--- src/rtl/id_decode_stage.sv ---
// MIPS-32 decode stage: register file, control decode, sign extension and load-use stall.
// Define REGFILE_BYPASS_EN to forward a same-cycle WB write onto the read ports.
module id_decode_stage #(
    parameter int NUM_REGS    = 32,
    parameter int STALL_CNT_W = 16
) (
    input  logic                   clk,
    input  logic                   rst_n,
    input  logic [31:0]            instr_in,
    input  logic                   WB_RegWrite_in,
    input  logic [4:0]             WB_Write_Reg_in,
    input  logic [31:0]            WB_Write_Data_in,
    input  logic                   ID_EX_MemRead_in,
    input  logic [4:0]             ID_EX_Rt_in,
    output logic                   RegWrite_out,
    output logic                   MemtoReg_out,
    output logic                   MemRead_out,
    output logic                   MemWrite_out,
    output logic                   RegDst_out,
    output logic                   ALU_Src_out,
    output logic [1:0]             ALU_Op_out,
    output logic [31:0]            Read_Data_1_out,
    output logic [31:0]            Read_Data_2_out,
    output logic [31:0]            sign_extend_out,
    output logic [4:0]             IF_ID_Rs_out,
    output logic [4:0]             IF_ID_Rt_out,
    output logic [4:0]             ID_Rd_out,
    output logic                   PC_Write_out,
    output logic                   IF_ID_Write_out,
    output logic [STALL_CNT_W-1:0] stall_count_out
);

    localparam logic [5:0] OP_RTYPE = 6'b000000;
    localparam logic [5:0] OP_LW    = 6'b100011;
    localparam logic [5:0] OP_SW    = 6'b101011;
    localparam logic [5:0] OP_BEQ   = 6'b000100;
    localparam logic [5:0] OP_ADDI  = 6'b001000;

    logic [31:0] gpr [NUM_REGS];
    logic [5:0]  opcode;
    logic [4:0]  rs;
    logic [4:0]  rt;
    logic        wb_en;
    logic        hz;
    logic        ctrl_en;
    logic        reg_dst, alu_src, mem_to_reg, reg_write, mem_read, mem_write;
    logic [1:0]  alu_op;

    assign opcode          = instr_in[31:26];
    assign rs              = instr_in[25:21];
    assign rt              = instr_in[20:16];
    assign IF_ID_Rs_out    = rs;
    assign IF_ID_Rt_out    = rt;
    assign ID_Rd_out       = instr_in[15:11];
    assign sign_extend_out = {{16{instr_in[15]}}, instr_in[15:0]};

    assign wb_en = WB_RegWrite_in && (WB_Write_Reg_in != 5'd0);

    // The register file keeps committing WB writes even while the front end stalls.
    always_ff @(posedge clk or negedge rst_n) begin
        if (!rst_n) begin
            for (int i = 0; i < NUM_REGS; i++) begin
                gpr[i] <= '0;
            end
        end else if (wb_en) begin
            gpr[WB_Write_Reg_in] <= WB_Write_Data_in;
        end
    end

    always_comb begin
        Read_Data_1_out = (rs == 5'd0) ? 32'd0 : gpr[rs];
        Read_Data_2_out = (rt == 5'd0) ? 32'd0 : gpr[rt];
`ifdef REGFILE_BYPASS_EN
        if (rst_n && wb_en && (WB_Write_Reg_in == rs)) begin
            Read_Data_1_out = WB_Write_Data_in;
        end
        if (rst_n && wb_en && (WB_Write_Reg_in == rt)) begin
            Read_Data_2_out = WB_Write_Data_in;
        end
`endif
    end

    always_comb begin
        reg_dst    = 1'b0;
        alu_src    = 1'b0;
        mem_to_reg = 1'b0;
        reg_write  = 1'b0;
        mem_read   = 1'b0;
        mem_write  = 1'b0;
        alu_op     = 2'b00;
        case (opcode)
            OP_RTYPE: begin
                reg_dst   = 1'b1;
                reg_write = 1'b1;
                alu_op    = 2'b10;
            end
            OP_LW: begin
                alu_src    = 1'b1;
                mem_to_reg = 1'b1;
                reg_write  = 1'b1;
                mem_read   = 1'b1;
            end
            OP_SW: begin
                alu_src   = 1'b1;
                mem_write = 1'b1;
            end
            OP_BEQ: begin
                alu_op = 2'b01;
            end
            OP_ADDI: begin
                alu_src   = 1'b1;
                reg_write = 1'b1;
            end
            default: ;
        endcase
    end

    // A load in EX whose destination feeds this instruction needs one bubble.
    assign hz = rst_n && ID_EX_MemRead_in && (ID_EX_Rt_in != 5'd0) &&
                ((ID_EX_Rt_in == rs) || (ID_EX_Rt_in == rt));

    assign ctrl_en = rst_n && !hz;

    assign RegWrite_out    = reg_write  && ctrl_en;
    assign MemtoReg_out    = mem_to_reg && ctrl_en;
    assign MemRead_out     = mem_read   && ctrl_en;
    assign MemWrite_out    = mem_write  && ctrl_en;
    assign RegDst_out      = reg_dst    && ctrl_en;
    assign ALU_Src_out     = alu_src    && ctrl_en;
    assign ALU_Op_out      = ctrl_en ? alu_op : 2'b00;
    assign PC_Write_out    = !hz;
    assign IF_ID_Write_out = !hz;

    always_ff @(posedge clk or negedge rst_n) begin
        if (!rst_n) begin
            stall_count_out <= '0;
        end else if (hz && (stall_count_out != '1)) begin
            stall_count_out <= stall_count_out + 1'b1;
        end
    end

endmodule
--- config.mk ---
export PLATFORM = sky130hd
export DESIGN_NAME = id_decode_stage
export DESIGN_NICKNAME = d
export VERILOG_FILES = /design/src/rtl/id_decode_stage.sv
export SDC_FILE = /design/constraint.sdc
export NUM_CORES = 2
export LEC_CHECK = 0
export CELL_PAD_IN_SITES_DETAIL_PLACEMENT = 1
export CELL_PAD_IN_SITES_GLOBAL_PLACEMENT = 1
export CORE_AREA = 2 2 479 481
export DETAILED_ROUTE_END_ITERATION = 8
export DIE_AREA = 0 0 481 483
export MAX_ROUTING_LAYER = met4
export PLACE_DENSITY = 0.58
export SETUP_SLACK_MARGIN = 0.3
export SLEW_MARGIN = 20
export SYNTH_ARGS = -nofsm -noshare
export SYNTH_HDL_FRONTEND = slang
export SYNTH_SLANG_ARGS = --single-unit
--- constraint.sdc ---
create_clock -name clk -period 3.5 [get_ports clk]
set_input_delay 1.05 -clock clk [delete_from_list [all_inputs] [get_ports clk]]
set_output_delay 1.05 -clock clk [all_outputs]
set_load 0.02 [all_outputs]
==> flow_summary.yaml <==
run_status:
  outcome: "finished with violations"
  violations: "negative setup slack"
drt:
  drc: 0
  wirelength_mm: 228.2
  final_antenna_net_count: 0
  drt_iter0_markers: 2508
  via_count: 39550
  viasPerCell: 5.192
  firstDrtPassIters: 5
  routedWlPerCell_um: 29.95
grt:
  grt_util_met2_pct: 31.55
  met1_usage_pct: 26.10
  grt_pass1_vias: 42680
  grt_max_degree: 152
  grt_pass1_wl_mm: 327.5
  grt-busiest-layer: "met2"
  antenna_found_initial: 4
  use_met3_pct: 2.911
  grt_util_all_layers_pct: 19.97
  overflow: 0
pwr:
  internal-power_mw: 27.79
  clockPowerShare_pct: 34.8
  vdd_drop_max_v: 0.0003254
  p_switching_mw: 11.70
  power_frac_seq_pct: 40.6
  comb_power_share_pct: 24.6
  p_leak_nw: 32.54
  swShare_pct: 29.62
  power.density_mw_per_mm2: 517.6
floorplan:
  start_util_pct: 24.88
  die_h_um: 483
  rows: 175
  core_mm2: 0.2268
  dieArea_mm2: 0.2323
  die_w_um: 481
  boundaryPins: 215
timing:
  rsz0062_at_grt: "yes"
  fin_crit_ns: 4.196
  worstMarginPinSlew_ns: 1.028
  setup_ws_ns: -0.6959
  slew_headroom_pct: 31.28
  max_freq_mhz: 238.3
  period_share_pct: 119.9
  hold_viol: 0
  setup_violations: 74
  fin_skew_ns: 0.002462
  fin_setup_tns_ns: -36.93
  drv_slew: 0
clock_tree:
  root_buffer: "clkbuf_16"
  clkLatencyLatePin_ns: 0.79
  cts_buffers: 130
  cts_hold_buf: 0
  cts_sinks: 1040
  cts_tree: "built"
  htreeDepth: 4
  clk_path_buf_depth: 3
  clk_transition_reported_paths_ns: 0.05
logic_synthesis:
  synth_async_sr_flop_share_pct: 100.0
  yosysSeqAreaShare_pct: 46.12
  synth_area_mm2: 0.05643
  synth_top_area_share_pct: 46.12
  ys_seq_elements: 1040
  synthDistinctLibCells: 62
  ys.flop_type: "dfrtp_1"
  yosysMostFrequentCell: "mux2_2"
  synth_fp_nets: 4014
  yosys_warnings: 0
  synthCells: 3935
  yosys-top-cells-area: "dfrtp_1 (46%), mux2_2 (22%), mux4_2 (11%)"
  syn_area_per_cell_um2: 14.34
  synth-edff-count: 0
  ys_top_cells_by_count: "mux2_2 (1095), dfrtp_1 (1040), mux2i_1 (292)"
  synth_area_leader_cell: "dfrtp_1"
place:
  gp_congestion: 0.8191
  place_inst: 7121
  dpl_cell_area_mm2: 0.06601
  numPortBuffers: 161
  hpwlAfterDp_mm: 146.2
finish:
  regArea_mm2: 0.02603
  multiInputGateArea_mm2: 0.03079
  fin_cells: 7618
  design_area_mm2: 0.07630
  area_growth_pct: 35.22
  fill_cells: 23560
  nets: 4589
  drive_above_1_share_pct: 62.13
worst_setup_path:
  cp_data_arrival_time_ns: 3.15
  rrSetupSlack_ns: 1.50
  criticalPathCategory: "in2out"
  critPathCaptureType: "primary output"
  start_kind: "primary input"
  required_ns: 2.45
  worstPathMaxFanout: 5
hold_path:
  min_path_type: "in2async"
job:
  cap_violations: 0
[per-layer routing]
layer / vias to the layer above / wire (um)
li1: 16280 / -
met1: 21830 / 100800
met2: 1040 / 108800
met3: 393 / 9681
met4: 0 / 8974
met5: - / 0
[cells in the final DEF (no fill, tap or decap), types with 22 or more instances in the layout]
cell type        synthesis  routed
buf_12                   2     185
nand2_1                 45      24
clkbuf_1               191      22
buf_16                   0      40
clkbuf_16                0     136
clkinv_2                 0      22
o22ai_1                 56      23
a21oi_2                  0      44
a22oi_2                  0      33
a221oi_4                 0      24
buf_4                   92     439
mux4_2                 265     298
dfrtp_1               1040    1040
o22ai_2                  0      22
a22o_1                  35      26
a211oi_4                 0      32
mux4_4                  30      30
clkdlybuf4s50_1          0      62
a22oi_1                 63      30
a21oi_1                136      89
clkbuf_8                 3      25
a2111oi_4                0      25
mux2i_1                292     287
buf_8                    0      46
buf_6                   36     146
mux2_4                   0      36
o221ai_1                52      32
mux2_2                1095    1059
[power by group through the flow]
stage | sequential (mW) | clock (mW) | combinational, mW
2_1_floorplan | 15.5 | 0 | 6.00
3_3_place_gp | 16.0 | 0 | 8.36
3_5_place_dp | 16.2 | 0 | 8.54
5_1_grt | 16.4 | 14.5 | 10.3
6_report | 16.0 | 13.8 | 9.72
4_1_cts | 16.0 | 14.0 | 9.50
[area by class of cell]
type / count / share of cell area (%)
flip-flops and latches: 1040 / 34.11
multi-input cells: 2397 / 40.35
repair buffers: 938 / 14.92
diodes: 4 / 0.01312
well taps: 3009 / 4.934
clock inverters: 48 / 0.7707
clock buffers: 179 / 4.888
inverters: 3 / 0.01804
[critical path: stages]
cell	delay, ns
buf_16	0.14
buf_8	0.14
or2b_4	0.27
buf_6	0.13
or2_4	0.29
buf_6	0.14
o221ai_4	0.15
a21oi_2	0.07
a211oi_4	0.51
buf_6	0.20
[stage by stage]
step | setup WS [ns] | util, % | power [mW] | hold WS [ns]
CTS | -0.7040 | 33.08 | 39.51 | 0.3100
detailed placement | -1.286 | 29.10 | 24.70 | 0.3889
floorplan | -0.05617 | - | 21.55 | 0.4488
global route | -0.7020 | 33.64 | 41.12 | 0.3255
finish | -0.6959 | 33.64 | 39.49 | 0.3494
global placement | -1.313 | 29.10 | 24.35 | 0.3837
[flip-flops by register name, summed over array words and instances, names as in the netlist]
name,count
gpr,1024
stall_count_out,16
[path summary, 6_finish.rpt]
path                       depth (start not counted)                  end                from
max reg2reg                                        6   stall_count_out[1]  stall_count_out[0]
min                                                2             gpr[485]               rst_n
min reg2reg                                        0            gpr[1013]           gpr[1013]
max                                               10  Read_Data_1_out[16]        instr_in[21]
max in group asynchronous                          4             gpr[434]               rst_n
min in group clk                                   0            gpr[1013]           gpr[1013]
[repair_timing]
| item | 4_1_cts | 5_1_grt |
|---|---|---|
| gates resized for setup | 716 | 134 |
| endpoints found under the setup margin | 78 | 75 |
| cloned | 19 | 2 |
| setup buffers | 184 | 61 |
| pin swaps | 139 | 94 |
[cell families after synthesis]
group | after synthesis | share of synthesized area (%)
fa+ha+maj | 1 | 0.02217
xor+xnor | 23 | 0.3570
flops | 1040 | 46.12
mux | 1729 | 40.99
compound gates | 480 | 6.140
buf+inv | 498 | 4.869
simple gates | 164 | 1.497
Power figures use the tool's default switching activity.
